==> src/rtl/clock_set_sequencer.sv <==
// clock_set_sequencer
//   Turns the debounced mode/increment buttons into a registered 3-bit mode
//   select and one-cycle increment pulses for the hour, minute, day, month
//   and year counters. It gates timekeeping (run) and falls back to RUN after
//   TIMEOUT seconds without a button press.
//
// Build option: define CLOCK_SET_AUTO_REPEAT_EN to enable auto-repeat of the
//   increment button. Without it, each press gives exactly one pulse.
//
// Parameters:
//   REPEAT_DLY - clk cycles inc_btn is held before auto-repeat starts (>=1)
//   REPEAT_PER - clk cycles between auto-repeat pulses (>=1)
//   TIMEOUT    - sec_tick pulses without a press before returning to RUN (>=1)
//
// Ports:
//   clk       in   system clock, rising edge
//   rst       in   synchronous active-high reset
//   sec_tick  in   one-cycle 1 Hz pulse
//   mode_btn  in   debounced mode button level
//   inc_btn   in   debounced increment button level
//   mode      out  current mode {s2,s1,s0}
//   run       out  high only in RUN
//   inc_hour, inc_min, inc_day, inc_mon, inc_year
//             out  one-cycle increment pulses
//   clr_sec   out  one-cycle pulse when leaving SET_MIN
//   blink     out  blink for the field being edited
module clock_set_sequencer #(
    parameter int unsigned REPEAT_DLY = 50,
    parameter int unsigned REPEAT_PER = 10,
    parameter int unsigned TIMEOUT    = 10
) (
    input  logic       clk,
    input  logic       rst,
    input  logic       sec_tick,
    input  logic       mode_btn,
    input  logic       inc_btn,
    output logic [2:0] mode,
    output logic       run,
    output logic       inc_hour,
    output logic       inc_min,
    output logic       inc_day,
    output logic       inc_mon,
    output logic       inc_year,
    output logic       clr_sec,
    output logic       blink
);

    typedef enum logic [2:0] {
        RUN      = 3'b000,
        SET_HOUR = 3'b001,
        SET_MIN  = 3'b010,
        SET_DAY  = 3'b011,
        SET_MON  = 3'b100,
        SET_YEAR = 3'b101
    } mode_e;

    localparam int unsigned TW = $clog2(TIMEOUT) + 1;

    // Zero delays/periods/timeouts are meaningless; refuse to elaborate them.
    if (REPEAT_DLY < 1 || REPEAT_PER < 1 || TIMEOUT < 1) begin : g_bad_param
        $error("clock_set_sequencer: REPEAT_DLY, REPEAT_PER and TIMEOUT must be >= 1");
    end

    // Mode register is a plain vector so the unused codes 110/111 can be held
    // (e.g. after an upset) and recovered to RUN.
    logic [2:0]    mode_q;
    logic [2:0]    mode_d;
    logic [2:0]    mode_adv;
    logic          mode_prev;
    logic          inc_prev;
    logic          mode_press;
    logic          inc_press;
    logic          in_set;
    logic          legal;
    logic          mode_change;
    logic          timeout_hit;
    logic          rep_fire;
    logic          inc_fire;
    logic          blink_d;
    logic [TW-1:0] tcnt;
    logic [TW-1:0] tcnt_d;

    always_comb begin
        mode_press  = mode_btn & ~mode_prev;
        inc_press   = inc_btn & ~inc_prev;
        in_set      = 1'b0;
        legal       = 1'b1;
        mode_adv    = RUN;
        case (mode_q)
            RUN:      mode_adv = SET_HOUR;
            SET_HOUR: begin mode_adv = SET_MIN;  in_set = 1'b1; end
            SET_MIN:  begin mode_adv = SET_DAY;  in_set = 1'b1; end
            SET_DAY:  begin mode_adv = SET_MON;  in_set = 1'b1; end
            SET_MON:  begin mode_adv = SET_YEAR; in_set = 1'b1; end
            SET_YEAR: begin mode_adv = RUN;      in_set = 1'b1; end
            default:  legal = 1'b0;
        endcase

        // A press in the same cycle as the final tick wins over the timeout.
        timeout_hit = in_set & sec_tick & ~(mode_press | inc_press)
                    & (tcnt == TW'(TIMEOUT - 1));

        mode_d = mode_q;
        if (!legal)
            mode_d = RUN;
        else if (mode_press)
            mode_d = mode_adv;
        else if (timeout_hit)
            mode_d = RUN;
        mode_change = (mode_d != mode_q);

        tcnt_d = tcnt;
        if (!in_set || mode_press || inc_press || timeout_hit)
            tcnt_d = '0;
        else if (sec_tick)
            tcnt_d = tcnt + TW'(1);

        // Mode advance suppresses any increment in the same cycle.
        inc_fire = in_set & ~mode_press & (inc_press | rep_fire);

        blink_d = blink;
        if (mode_change || !in_set)
            blink_d = 1'b0;
        else if (sec_tick)
            blink_d = ~blink;
    end

`ifdef CLOCK_SET_AUTO_REPEAT_EN
    localparam int unsigned RMAX = (REPEAT_DLY > REPEAT_PER) ? REPEAT_DLY : REPEAT_PER;
    localparam int unsigned RW   = $clog2(RMAX) + 1;

    logic [RW-1:0] rcnt;
    logic          rep_phase;

    // rcnt counts cycles since the press (0 in the press cycle). After the
    // first repeat it restarts at 1 and compares against the period, so it
    // never exceeds max(REPEAT_DLY, REPEAT_PER).
    assign rep_fire = inc_btn & (rep_phase ? (rcnt == RW'(REPEAT_PER))
                                           : (rcnt == RW'(REPEAT_DLY)));

    always_ff @(posedge clk) begin
        if (rst || !inc_btn || mode_change) begin
            rcnt      <= '0;
            rep_phase <= 1'b0;
        end else if (rep_fire) begin
            rcnt      <= RW'(1);
            rep_phase <= 1'b1;
        end else begin
            rcnt      <= rcnt + RW'(1);
        end
    end
`else
    assign rep_fire = 1'b0;
`endif

    always_ff @(posedge clk) begin
        if (rst) begin
            mode_q    <= RUN;
            run       <= 1'b1;
            inc_hour  <= 1'b0;
            inc_min   <= 1'b0;
            inc_day   <= 1'b0;
            inc_mon   <= 1'b0;
            inc_year  <= 1'b0;
            clr_sec   <= 1'b0;
            blink     <= 1'b0;
            mode_prev <= 1'b0;
            inc_prev  <= 1'b0;
            tcnt      <= '0;
        end else begin
            mode_q    <= mode_d;
            run       <= (mode_d == RUN);
            inc_hour  <= inc_fire & (mode_q == SET_HOUR);
            inc_min   <= inc_fire & (mode_q == SET_MIN);
            inc_day   <= inc_fire & (mode_q == SET_DAY);
            inc_mon   <= inc_fire & (mode_q == SET_MON);
            inc_year  <= inc_fire & (mode_q == SET_YEAR);
            clr_sec   <= (mode_q == SET_MIN) & mode_change;
            blink     <= blink_d;
            mode_prev <= mode_btn;
            inc_prev  <= inc_btn;
            tcnt      <= tcnt_d;
        end
    end

    assign mode = mode_q;

endmodule

==> config.mk <==
export PLATFORM = sky130hd
export DESIGN_NAME = clock_set_sequencer
export DESIGN_NICKNAME = d
export VERILOG_FILES = /design/src/rtl/clock_set_sequencer.sv
export SDC_FILE = /design/constraint.sdc
export NUM_CORES = 1
export LEC_CHECK = 0
export CORE_UTILIZATION = 45
export CTS_BUF_LIST = sky130_fd_sc_hd__clkbuf_8
export DETAILED_ROUTE_END_ITERATION = 6
export GPL_TIMING_DRIVEN = 0
export PLACE_DENSITY = 0.67
export SLEW_MARGIN = 20
export SYNTH_ARGS = -nofsm -noshare
export SYNTH_HDL_FRONTEND = slang
export SYNTH_SLANG_ARGS = --single-unit
==> constraint.sdc <==
create_clock -name clk -period 3.8 [get_ports clk]
set_input_delay 0.38 -clock clk [delete_from_list [all_inputs] [get_ports clk]]
set_output_delay 0.38 -clock clk [all_outputs]
set_load 0.01 [all_outputs]
==> results.cfg, run 1 <==
[status]
status = complete, but fails checks
violations = DRC

[clock_network]
cts_setup_buffers = 0
worstSkewPairLatency_ns = 0.24
cts_buffers = 3
root_buffer = clkbuf_8
cts_sinks = 18
hold_buffers = 0
cts_tree = yes
clk_path_buf_depth = 2
htree_levels = 1
cts_resized = 0
path_clk_slew_ns = 0.07

[timing]
worst_pin_slew_ns = 0.484
slew_violations = 0
layout_setup_ws_ns = 2.08
hold_ws_ns = 0.343
period_needed_ns = 1.72
min_period_over_period = 0.453
hold_violations = 0
rsz0062_at_grt = false
tns_ns = 0
fin_worst_skew_ns = 0.000568
max_freq_ghz = 0.581
setup-violations-final = 0
relSlewSlack = 0.674

[detailed_routing]
avgRoutedWirePerCell_um = 11.3
vias = 591
wirelength_um = 1300
first_pass_iters = 6
drc_errors = 2
ant_nets = 0
first_iter_violations = 17
vias_per_cell = 5.14

[yosys]
synth_ff_type = dfxtp_1
yosys_warnings = 0
ys_top_cells_by_area = dfxtp_1 (45%), xor2_1 (4.4%), nor2_1 (4.2%), buf_6 (4.2%), ha_1 (3.1%)
synth_area_per_cell_um2 = 9.82
syn-num-nets = 88
mappedNetlistArea_um2 = 796
synth.distinct_cells = 29
netlist.area_leader.share = 0.453
synth_edf_count = 0
ys_async_sr_fraction = 0
yosys_register_bits = 18
syn-instance-count = 81
synth_top_area_cell = dfxtp_1
yosysSeqAreaShare = 0.453

[worst_setup_path]
critPathMaxStageDelay_ns = 0.40
crit_path_end_kind = flop
r2r_cells = 6
r2r_end = tcnt[1]
startpoint_type = input pin
crit_chain = clkdlybuf4s50_1 > or2b_2 > clkbuf_1 > o21ai_0 > nor4_1
cpMaxStageDelayCell = clkdlybuf4s50_1
r2r_slack_ns = 2.15
required_ns = 3.95
r2r_start = tcnt[1]
critPathBufInv = 2
arrival_ns = 1.88
critPathMaxFanout = 10
crit_type = in -> reg
path_delay_family = buffers and inverters

[floorplan]
coreArea_um2 = 1580
ios = 16
die_w_um = 44.1
dieArea_um2 = 1940
fp-row-count = 14
die_h_um = 44.1
initial_utilization = 0.505

[placement]
hpwl_um = 973
gp_congestion = 0.777
dpl.cell_count = 111
portBuffers = 14
place_ws_ns = 1.84
placed_cell_area_um2 = 956

[run]
drv_cap = 0

[cells_and_area]
syn_to_final_growth_pct = 27.0
nets = 107
fillers = 145
final_cell_mix = dfxtp_1 (18), clkdlybuf4s50_1 (14), nor2_1 (9)
fin_cells = 115
final_area_um2 = 1010
utilization = 0.641
antenna_cells = 0
post_route_cells_drive_above_1_share = 0.162
mostFrequentLayoutCell = dfxtp_1

[grt]
globalRouteTotalUtil = 0.148
grt_overflow_total = 0
grt_pass1_vias = 517
grt_pass1_wl_um = 2190
antenna_found_initial = 0
grt_max_degree = 11

[pwr]
vdd_drop_max_mv = 0.219
total_power_mw = 0.393
leakage_nw = 0.373
powerDensity_nw_per_um2 = 389

[worst_hold_path]
worst_hold_path.endpoint = tcnt[1]
min_path_cells = 2
hp-class = in -> reg
hp-start = sec_tick
==> how the worst max path moves through the flow <==
stage	startpoint	to	slack (ns)	depth (start not counted)
after floorplan	tcnt[1]	tcnt[1]	2.28	6
after global placement	mode_btn	blink	1.81	5
after global routing	mode_btn	blink	1.92	5
after CTS	mode_btn	blink	2.07	5
after detailed placement	mode_btn	blink	1.84	5
final	mode_btn	blink	2.08	5
==> state kept, by name (all words and copies together) (netlist names) <==
signal     flops
inc_mon        1
run            1
inc_prev       1
clr_sec        1
mode_prev      1
inc_min        1
inc_day        1
mode           3
blink          1
inc_hour       1
tcnt           5
inc_year       1
==> cell usage after synthesis, types with 2 or more instances <==
cell / n
o21ai_0: 3
ha_1: 2
nand2b_1: 3
dfxtp_1: 18
nor2_1: 9
a21oi_1: 3
xor2_1: 4
nor4_1: 3
buf_6: 3
nor3_1: 2
xnor2_1: 2
and2b_2: 2
o211ai_1: 2
inv_1: 2
or2b_2: 2
nor2b_1: 3
nand4_1: 2
nand2_1: 5
==> routing by layer <==
metal / GRT usage / vias up / share of wire
met2: 0.212 / 13 / 0.43
met4: 0.0364 / 0 / 0
met1: 0.224 / 266 / 0.54
li1: - / 312 / -
met3: 0.0367 / 0 / 0.035
met5: 0 / - / 0
==> cell families (layout without fill, tap and decap cells) <==
family,count (synthesis),after routing,share of synthesized area
AND/OR/NAND/NOR,39,39,0.310
XOR/XNOR,6,6,0.0660
adder cells (fa/ha/maj),2,2,0.0314
flip-flops,18,18,0.453
buffers and inverters,6,24,0.0566
AO/OA/AOI/OAI,10,10,0.0833
==> layout make-up <==
class                      count  area, um^2  area share
sequential                    18         360       0.356
multi-input combinational     57         390       0.386
tap                           16        20.0      0.0198
buffer                         4        37.5      0.0371
timing repair buffer          14         140       0.139
clock buffer                   4        55.1      0.0545
inverter                       2        7.51     0.00743
==> power breakdown <==
| group | internal (mW) | leakage (nW) | switching [mW] | total [mW] |
|---|---|---|---|---|
| clock | 0.0918 | 0.0288 | 0.0597 | 0.151 |
| combinational | 0.0241 | 0.198 | 0.0219 | 0.0460 |
| sequential | 0.194 | 0.146 | 0.00239 | 0.196 |
No activity file was read; power rests on OpenSTA's default activity.
==> run 2, diff against run 1 <==
--- a/config.mk
+++ b/config.mk
@@ -9,7 +9,7 @@
 export CTS_BUF_LIST = sky130_fd_sc_hd__clkbuf_8
 export DETAILED_ROUTE_END_ITERATION = 6
 export GPL_TIMING_DRIVEN = 0
-export PLACE_DENSITY = 0.67
+export PLACE_DENSITY = 0.7
 export SLEW_MARGIN = 20
 export SYNTH_ARGS = -nofsm -noshare
 export SYNTH_HDL_FRONTEND = slang
==> constraint.sdc (replaced) <==
create_clock -name clk -period 1.5 [get_ports clk]
set_input_delay 0.15 -clock clk [delete_from_list [all_inputs] [get_ports clk]]
set_output_delay 0.15 -clock clk [all_outputs]
set_load 0.01 [all_outputs]
==> results.cfg, run 2 (same netlist as run 1, synthesis figures left out) <==
[timing]
layout_setup_ws_ns = -0.00503
period_needed_ns = 1.51
slew_violations = 0
fin_worst_skew_ns = 0.00163
hold_ws_ns = 0.0963
rsz0062_at_grt = true
max_freq_ghz = 0.664
min_period_over_period = 1.00
relSlewSlack = 0.776
setup-violations-final = 1
worst_pin_slew_ns = 0.334
hold_violations = 0

[floorplan]
fp-row-count = 14
ios = 16
die_h_um = 44.1
coreArea_um2 = 1580
initial_utilization = 0.505
die_w_um = 44.1
dieArea_um2 = 1940

[cells_and_area]
nets = 111
fin_cells = 119
post_route_cells_drive_above_1_share = 0.252
layout.area.seq_um2 = 364
multi_input_area_um2 = 403
mostFrequentLayoutCell = dfxtp_1
antenna_cells = 0
top_register = tcnt
utilization = 0.671
fillers = 141
final_cell_mix = dfxtp_1 (15), clkdlybuf4s50_1 (14), nor2_1 (9)
syn_to_final_growth_pct = 33.0
largest_register_ffs = 5

[worst_hold_path]
worst_hold_path.endpoint = tcnt[1]
hp-start = sec_tick
min_path_cells = 2
hp-class = in -> reg

[clock_network]
cts_tree = yes
root_buffer = clkbuf_8
clk_path_buf_depth = 2
path_clk_slew_ns = 0.07
cts_sinks = 18
worstSkewPairLatency_ns = 0.25
hold_buffers = 0
htree_levels = 1
cts_buffers = 3

[worst_setup_path]
path_delay_family = simple AND/OR/NAND/NOR gates
critPathBufInv = 1
arrival_ns = 1.68
r2r_end = tcnt[1]
crit_type = reg -> reg
crit_path_end_kind = flop
critPathMaxFanout = 5
r2r_start = tcnt[1]
required_ns = 1.68
crit_chain = inv_2 > ha_4 > and2b_2 > nand4b_1 > or3b_4 > a211oi_2
cpMaxStageDelayCell = or3b_4
critPathMaxStageDelay_ns = 0.44
r2r_cells = 6
startpoint_type = flop
r2r_slack_ns = -0.005
crit_start = tcnt[1]

[pwr]
powerDensity_nw_per_um2 = 958
leakage_nw = 0.398
vdd_drop_max_mv = 0.558
total_power_mw = 1.01

[placement]
dpl.cell_count = 111
place_ws_ns = -0.297
portBuffers = 14
gp_congestion = 0.709
hpwl_um = 985

[detailed_routing]
ant_nets = 0
vias = 636
vias_per_cell = 5.34
wirelength_um = 1440
first_pass_iters = 6
drc_errors = 0
first_iter_violations = 13
avgRoutedWirePerCell_um = 12.1

[grt]
grt_pass1_wl_um = 2550
grt_overflow_total = 0
antenna_found_initial = 0
grt_pass1_vias = 562
grt_max_degree = 11
globalRouteTotalUtil = 0.180

[run]
drv_cap = 0

[status]
status = complete, but fails checks
violations = setup timing
[run 2: power breakdown]
group | switching [mW] | internal, mW
Combinational | 0.0578 | 0.0635
Clock | 0.163 | 0.233
Sequential | 0.00601 | 0.490
[run 2: timing repair]
item                       CTS  global route
gates resized for setup      4             4
setup buffers                5             0
setup endpoints to repair    5             9
pin swaps                    1             3
[run 2: how the worst max path moves through the flow]
| stage | slack [ns] | end | cells past startpoint |
|---|---|---|---|
| 5_1_grt | -0.07 | tcnt[1] | 6 |
| 6_report | -0.005 | tcnt[1] | 6 |
| 3_3_place_gp | -0.27 | blink | 5 |
| 4_1_cts | 0.009 | tcnt[1] | 6 |
| 2_1_floorplan | 0.003 | tcnt[1] | 6 |
| 3_5_place_dp | -0.30 | blink | 5 |
[run 2: metal layers]
metal  part of all wire  global-route usage  vias to the layer above
met3              0.028              0.0408                        6
met4              0.028               0.109                        0
li1                   -                   -                      322
met2               0.48               0.282                       14
met5                  0                   0                        -
met1               0.47               0.224                      294
[run 2: area by class of cell]
cell class	instances	area share
Buffer	4	0.0366
Clock buffer	4	0.0520
Inverter	2	0.00709
Multi-Input combinational cell	57	0.381
Sequential cell	18	0.344
Tap cell	16	0.0189
Timing Repair Buffer	18	0.161
[run 2: metrics by stage]
stage | setup TNS (ns) | area (um^2)
global placement | -1.03 | 957
floorplan | 0 | 797
CTS | 0 | 1050
detailed placement | -1.27 | 957
global route | -0.266 | 1060
finish | -0.00503 | 1060
==> run 3, diff against run 2 <==
--- a/config.mk
+++ b/config.mk
@@ -5,10 +5,11 @@
 export SDC_FILE = /design/constraint.sdc
 export NUM_CORES = 1
 export LEC_CHECK = 0
+export CAP_MARGIN = 20
 export CORE_UTILIZATION = 45
 export CTS_BUF_LIST = sky130_fd_sc_hd__clkbuf_8
 export DETAILED_ROUTE_END_ITERATION = 6
-export GPL_TIMING_DRIVEN = 0
+export GPL_TIMING_DRIVEN = 1
 export PLACE_DENSITY = 0.7
 export SLEW_MARGIN = 20
 export SYNTH_ARGS = -nofsm -noshare
==> results.cfg, run 3 (same netlist as run 1, synthesis figures left out) <==
[status]
status = complete, but fails checks
violations = DRC

[cells_and_area]
layout.area.seq_um2 = 363
antenna_cells = 0
post_route_cells_drive_above_1_share = 0.269
nets = 116
largest_register_ffs = 5
fillers = 124
syn_to_final_growth_pct = 35.8
final_area_um2 = 1080
mostFrequentLayoutCell = dfxtp_1
final_cell_mix = dfxtp_1 (16), clkdlybuf4s50_1 (14), buf_4 (12)
fin_cells = 124
multi_input_area_um2 = 393
top_register = tcnt

[worst_setup_path]
r2r_start = tcnt[1]
crit_type = reg -> reg
arrival_ns = 1.65
cpMaxStageDelayCell = or3b_4
crit_path_end_kind = flop
critPathMaxStageDelay_ns = 0.43
endpoint = tcnt[1]
critPathMaxFanout = 5
r2r_slack_ns = 0.03
crit_start = tcnt[1]
crit_chain = inv_2 > ha_2 > and2b_2 > nand4b_1 > or3b_4 > a211oi_2
r2r_end = tcnt[1]
startpoint_type = flop
required_ns = 1.68
r2r_cells = 6

[placement]
portBuffers = 15
dpl.cell_count = 119
place_ws_ns = -0.146
gp_congestion = 0.789
placed_cell_area_um2 = 1010
hpwl_um = 1130

[clock_network]
root_buffer = clkbuf_8
worstSkewPairLatency_ns = 0.26
htree_levels = 1
path_clk_slew_ns = 0.07
cts_buffers = 3
clk_path_buf_depth = 2
cts_sinks = 18
cts_tree = yes

[timing]
min_period_over_period = 0.982
layout_setup_ws_ns = 0.0275
relSlewSlack = 0.791
worst_pin_slew_ns = 0.311
rsz0062_at_grt = true
fin_worst_skew_ns = 0.00324
max_freq_ghz = 0.679
hold_violations = 0
slew_violations = 0
setup-violations-final = 0
period_needed_ns = 1.47

[detailed_routing]
ant_nets = 0
drc_errors = 1
first_pass_iters = 7
wirelength_um = 1540
first_iter_violations = 13
avgRoutedWirePerCell_um = 12.4
vias_per_cell = 5.31
vias = 658

[floorplan]
dieArea_um2 = 1940
die_h_um = 44.1
initial_utilization = 0.505
die_w_um = 44.1
ios = 16
coreArea_um2 = 1580
fp-row-count = 14

[worst_hold_path]
min_path_cells = 2
hp-class = in -> reg

[grt]
antenna_found_initial = 0
grt_overflow_total = 0
grt_pass1_wl_um = 2610
grt_max_degree = 11
globalRouteTotalUtil = 0.187
grt_pass1_vias = 623

[pwr]
powerDensity_nw_per_um2 = 944
vdd_drop_max_mv = 0.564
leakage_nw = 0.431

[run]
drv_cap = 0
## run 3: cell types whose count changed in the layout (fill, tap and decap cells not counted), sizes merged
cell	delta
buf	+5
clkbuf	-1
dlymetal6s2s	+1
## run 3: how the worst min path moves through the flow
| stage | to | slack (ns) | from |
|---|---|---|---|
| 4_1_cts | mode_prev | 0.48 | mode_btn |
| 3_3_place_gp | tcnt[4] | 0.50 | tcnt[4] |
| 3_5_place_dp | tcnt[4] | 0.50 | tcnt[4] |
| 2_1_floorplan | inc_prev | 0.22 | rst |
| 6_report | mode_prev | 0.48 | mode_btn |
| 5_1_grt | mode_prev | 0.52 | mode_btn |
## run 3: stage by stage
step                total power, mW  utilization  hold slack, ns  TNS [ns]
global placement              0.633        0.642           0.504    -0.447
detailed placement            0.634        0.642           0.498    -0.497
global route                   1.06        0.686           0.521    -0.113
CTS                            1.03        0.682           0.482   -0.0174
floorplan                     0.585            -           0.222         0
finish                         1.02        0.686           0.482         0
## run 3: power breakdown
group / internal [mW] / switching (mW) / total (mW)
logic: 0.0685 / 0.0584 / 0.127
registers: 0.490 / 0.00737 / 0.498
clock network: 0.233 / 0.162 / 0.396
total: 0.792 / 0.228 / 1.02
## run 3: repair_timing
action	CTS	global route
setup endpoints to repair	2	9
gates cloned	0	0
pin swaps	1	0
hold endpoints to repair	0	0
setup buffers	1	0
gates resized for setup	0	5
hold buffers	0	0
## run 3: area by class of cell
type	instances	share of cell area
tap	16	0.0185
inverter	2	0.00694
timing repair buffer	27	0.225
sequential	18	0.336
multi-input combinational	57	0.363
clock buffer	4	0.0509
## run 3: layer usage
layer,track usage,share of wire,up-vias,routed length [um]
li1,-,-,333,-
met1,0.208,0.40,299,614
met2,0.312,0.53,21,808
met3,0.0490,0.050,5,77
met4,0.127,0.023,0,36
met5,0,0,-,0
## run 3: worst max-delay path: cells and delay by family (launching register included)
kind | cells | cell delay, ns
compound gates | 1 | 0.14
fa+ha+maj | 1 | 0.15
buf+inv | 1 | 0.03
flops | 1 | 0.34
simple gates | 3 | 0.74
